File: config.mk
export PLATFORM = sky130hd
export DESIGN_NAME = bit_vault_flat
export DESIGN_NICKNAME = d
export VERILOG_FILES = /design/src/rtl/bit_vault_if.sv /design/src/rtl/bit_vault.sv /design/src/flat_wrapper.sv
export SDC_FILE = /design/constraint.sdc
export NUM_CORES = 1
export LEC_CHECK = 0
export ABC_AREA = 1
export CORE_ASPECT_RATIO = 1.4
export CORE_UTILIZATION = 37
export DETAILED_ROUTE_END_ITERATION = 6
export PLACE_DENSITY = 0.59
export SLEW_MARGIN = 5
export SYNTH_ARGS = -nofsm -noshare
export SYNTH_HDL_FRONTEND = slang
export SYNTH_SLANG_ARGS = --single-unit
File: constraint.sdc
create_clock -name clk -period 1.67 [get_ports clk]
set_input_delay 0.334 -clock clk [delete_from_list [all_inputs] [get_ports clk]]
set_output_delay 0.334 -clock clk [all_outputs]
set_load 0.02 [all_outputs]
File: src/rtl/bit_vault_if.sv
// Producer-facing port bundle for the bit_vault register file.
// No handshake: a write takes effect on the rising edge where we=1, and data_out always reflects entry[addr].
interface bit_vault_if #(
  parameter int DATA_W = 8,
  parameter int ADDR_W = 2
);
  logic [ADDR_W-1:0] addr;
  logic [DATA_W-1:0] data_in;
  logic              we;
  logic [DATA_W-1:0] data_out;

  modport master (
    output addr,
    output data_in,
    output we,
    input  data_out
  );

  modport slave (
    input  addr,
    input  data_in,
    input  we,
    output data_out
  );
endinterface

File: src/rtl/bit_vault.sv
// Small register file: synchronous write, asynchronous read, cleared by synchronous reset.
// Reset wins over a write in the same cycle; reads never bypass data_in.
module bit_vault #(
  parameter int DATA_W = 8,
  parameter int ADDR_W = 2
) (
  input  logic        clk,
  input  logic        rst,
  bit_vault_if.slave  bus
);
  localparam int DEPTH = 2 ** ADDR_W;

  logic [DATA_W-1:0] mem [DEPTH];

  always_ff @(posedge clk) begin
    if (rst) begin
      for (int i = 0; i < DEPTH; i++) begin
        mem[i] <= '0;
      end
    end else if (bus.we) begin
      mem[bus.addr] <= bus.data_in;
    end
  end

  // The address fully decodes every entry, so no range check is needed.
  assign bus.data_out = mem[bus.addr];
endmodule

File: src/flat_wrapper.sv
// flat-port wrapper written by rule: the top's interface ports become plain ports
module bit_vault_flat 
#(
  parameter int DATA_W = 8,
  parameter int ADDR_W = 2
)
  (clk, rst, bus_addr, bus_data_in, bus_we, bus_data_out);
  bit_vault_if #(.DATA_W(DATA_W), .ADDR_W(ADDR_W)) bus_i ();
  input  logic clk;
  input  logic rst;
  input wire logic [$bits(bus_i.addr)-1:0] bus_addr;
  input wire logic [$bits(bus_i.data_in)-1:0] bus_data_in;
  input wire logic [$bits(bus_i.we)-1:0] bus_we;
  output wire logic [$bits(bus_i.data_out)-1:0] bus_data_out;
  assign bus_i.addr = bus_addr;
  assign bus_i.data_in = bus_data_in;
  assign bus_i.we = bus_we;
  assign bus_data_out = bus_i.data_out;
  bit_vault #(.DATA_W(DATA_W), .ADDR_W(ADDR_W)) u_core (.clk(clk), .rst(rst), .bus(bus_i));
endmodule
==> impl_metrics.env <==
export IMPL_setup_worst_path_start="bus_addr[0]"
export IMPL_avgViaCountPerCell=4.68
export IMPL_rsz0062_at_grt="false"
export IMPL_p_sw_uw=437
export IMPL_ios=21
export IMPL_cts_made_buffers=5
export IMPL_start_util_pct=38.6
export IMPL_p_leak_uw=0.000962
export IMPL_post_route_cell_area_um2=2060
export IMPL_crit_family="buffers and inverters"
export IMPL_yosysTopAreaCell="edfxtp_1"
export IMPL_crit_path_end="bus_data_out[0]"
export IMPL_die_area_um2=4660
export IMPL_nets=229
export IMPL_clkPwrFrac_pct=30.3
export IMPL_pre_cts_slack_ns=-0.517
export IMPL_required_ns=1.34
export IMPL_fin_crit_sh_pct=94.3
export IMPL_synth_top_area_share_pct=59.2
export IMPL_swShare_pct=24.3
export IMPL_placed_area_um2=1970
export IMPL_crit_path_max_incr_delay_ns=0.25
export IMPL_first_pass_iters=4
export IMPL_syn_num_nets=192
export IMPL_largestRegisters="u_core.mem x32"
export IMPL_cp_common_cell="nand2_1"
export IMPL_cts_sinks=32
export IMPL_worst_slack_ns=0.0957
export IMPL_pwr_share_comb_pct=16.2
export IMPL_finalSetupTns_ns=0
export IMPL_root_buffer="clkbuf_8"
export IMPL_grt_util_all_layers_pct=16.3
export IMPL_clockBufferDepth=2
export IMPL_yosys_register_bits=32
export IMPL_top_register="u_core.mem"
export IMPL_die_w_um=58.0
export IMPL_wirelength_um=3160
export IMPL_cp_max_fo=18
export IMPL_grt_ovfl_total=0
export IMPL_ff_latch_area_um2=961
export IMPL_synthCells=179
export IMPL_crit_chain="clkdlybuf4s15_1 > buf_12 > nand2_1 > nand3_1 > nand2_1 > clkdlybuf4s15_2"
export IMPL_largest_reg_flops=32
export IMPL_ir_drop_mv=0.499
export IMPL_avgRoutedWirePerCell_um=12.1
export IMPL_synth_cell_area_um2=1620
export IMPL_grt_pass1_wl_um=5370
export IMPL_antenna_found_initial=0
export IMPL_setup_worst_path_class="input port to primary output"
export IMPL_vias=1225
export IMPL_worst_path_buf_inv=3
export IMPL_tightest_slew_ns=0.304
export IMPL_grt_pass1_vias=1209
export IMPL_yosysUniqueCellTypes=15
export IMPL_hold_path_class="input port to flip-flop"
export IMPL_synth_seq_area_share_pct=59.2
export IMPL_route_detailed_drc=0
export IMPL_arrival_ns=1.24
export IMPL_end_kind="primary output"
export IMPL_ant_nets=0
export IMPL_ctsHtreeMaxLevel=2
export IMPL_status="completed"
export IMPL_pwr_share_seq_pct=53.4
export IMPL_critPathSlowestCell="clkdlybuf4s15_1"
export IMPL_crit_path_start_kind="input port"
export IMPL_synth_area_leaders="edfxtp_1 59%, nand2_1 9.9%, inv_1 9.3%, nor2_1 5.6%, nand3_1 5.2%"
export IMPL_gp_congestion=0.722
export IMPL_internal_power_uw=1360
export IMPL_path_clk_slew_ns=0.06
export IMPL_area_growth_synth_to_final_pct=26.9
export IMPL_max_freq_mhz=635
export IMPL_drive_gt1_share_pct=17.1
export IMPL_diodes=0
export IMPL_port_buffers=20
export IMPL_die_y_um=80.4
export IMPL_synth_avg_cell_area_um2=9.07
export IMPL_ctsHoldBuffers=0
export IMPL_finalSetupViolations=0
export IMPL_grt_max_degree=19
export IMPL_layout_min_cycle_time_ns=1.57
export IMPL_tritoncts="yes"
export IMPL_num_fill_cells=416
export IMPL_hpwlAfterDp_um=2370
export IMPL_fp_coreArea_um2=4200
export IMPL_hold_viol_final=0
export IMPL_slew_viol_final=0
export IMPL_cap_violations=0
export IMPL_crit_cells=6
export IMPL_p_per_area_nw_per_um2=873
export IMPL_multi_input_area_um2=445
export IMPL_placementRows=28
export IMPL_yosysWarnings=0
export IMPL_slew_headroom_pct=79.6
export IMPL_drt_iter0_drc=19
per-layer routing:
| metal | vias to the layer above | part of all wire (%) | GRT usage [%] |
|---|---|---|---|
| li1 | 621 | - | - |
| met1 | 561 | 36 | 15.7 |
| met2 | 33 | 56 | 30.7 |
| met3 | 10 | 3.9 | 3.86 |
| met4 | 0 | 3.8 | 9.29 |
| met5 | - | 0 | 0 |
tightest hold or removal path, cell delays in order:
cell	delay, ns
clkdlybuf4s50_1	0.39
inv_1	0.11
nor2_1	0.06
synth_stat cells, drive strengths merged:
master / count
nor2: 25
nor3: 8
o21ai: 1
edfxtp: 32
nand3: 19
nand2: 45
buf: 5
inv: 44
area by class of cell:
type | instances | area share [%]
Clock buffer | 7 | 3.71
Clock inverter | 1 | 0.182
Inverter | 44 | 8.26
Multi-Input combinational cell | 98 | 21.6
Sequential cell | 32 | 46.7
Tap cell | 45 | 2.73
Timing Repair Buffer | 35 | 16.8
how the worst min path moves through the flow:
stage / start / end / slack [ns] / depth (start not counted)
final: bus_data_in[3] / u_core.mem[1][3] / 0.78 / 3
after global routing: bus_data_in[4] / u_core.mem[0][4] / 0.81 / 3
after CTS: bus_data_in[3] / u_core.mem[1][3] / 0.78 / 3
after detailed placement: bus_data_in[3] / u_core.mem[1][3] / 1.08 / 3
after global placement: bus_data_in[3] / u_core.mem[3][3] / 1.07 / 3
after floorplan: bus_data_in[0] / u_core.mem[3][0] / 0.58 / 2
placed cells by master (no fill, tap or decap), drive strengths merged:
cell	synthesis	final
o21ai	1	1
dlygate4sd2	0	1
clkdlybuf4s15	0	9
clkinv	0	1
clkdlybuf4s50	0	10
nand2	45	45
edfxtp	32	32
nor2	25	25
nor3	8	8
buf	5	15
inv	44	44
nand3	19	19
clkbuf	0	7
power by group through the flow:
stage	clock network (uW)	logic [uW]	registers, uW
2_1_floorplan	0	167	974
3_3_place_gp	0	299	976
3_5_place_dp	0	302	978
4_1_cts	548	295	961
5_1_grt	590	325	967
6_report	545	292	961
logic make-up (layout without fill, tap and decap cells):
logic type | count (synthesis) | after routing | share of synthesized area, %
flip-flops | 32 | 32 | 59.2
AND/OR/NAND/NOR | 97 | 97 | 27.1
AO/OA/AOI/OAI | 1 | 1 | 0.308
buffers and inverters | 49 | 87 | 13.3
metrics by stage:
stage / cells / hold WS (ns) / util, % / total power, uW
2_1_floorplan: 179 / 0.577 / - / 1140
3_3_place_gp: 254 / 1.07 / 46.8 / 1280
3_5_place_dp: 254 / 1.08 / 46.8 / 1280
4_1_cts: 262 / 0.785 / 49.0 / 1800
5_1_grt: 262 / 0.807 / 49.0 / 1880
6_report: 262 / 0.779 / 49.0 / 1800
repair_timing:
action                     in CTS  in global routing
gates resized for setup        27                  1
buffers inserted                0                  0
pin swaps                       0                  0
setup endpoints to repair      14                  1
Note: power is estimated with default switching activity, not from simulation.
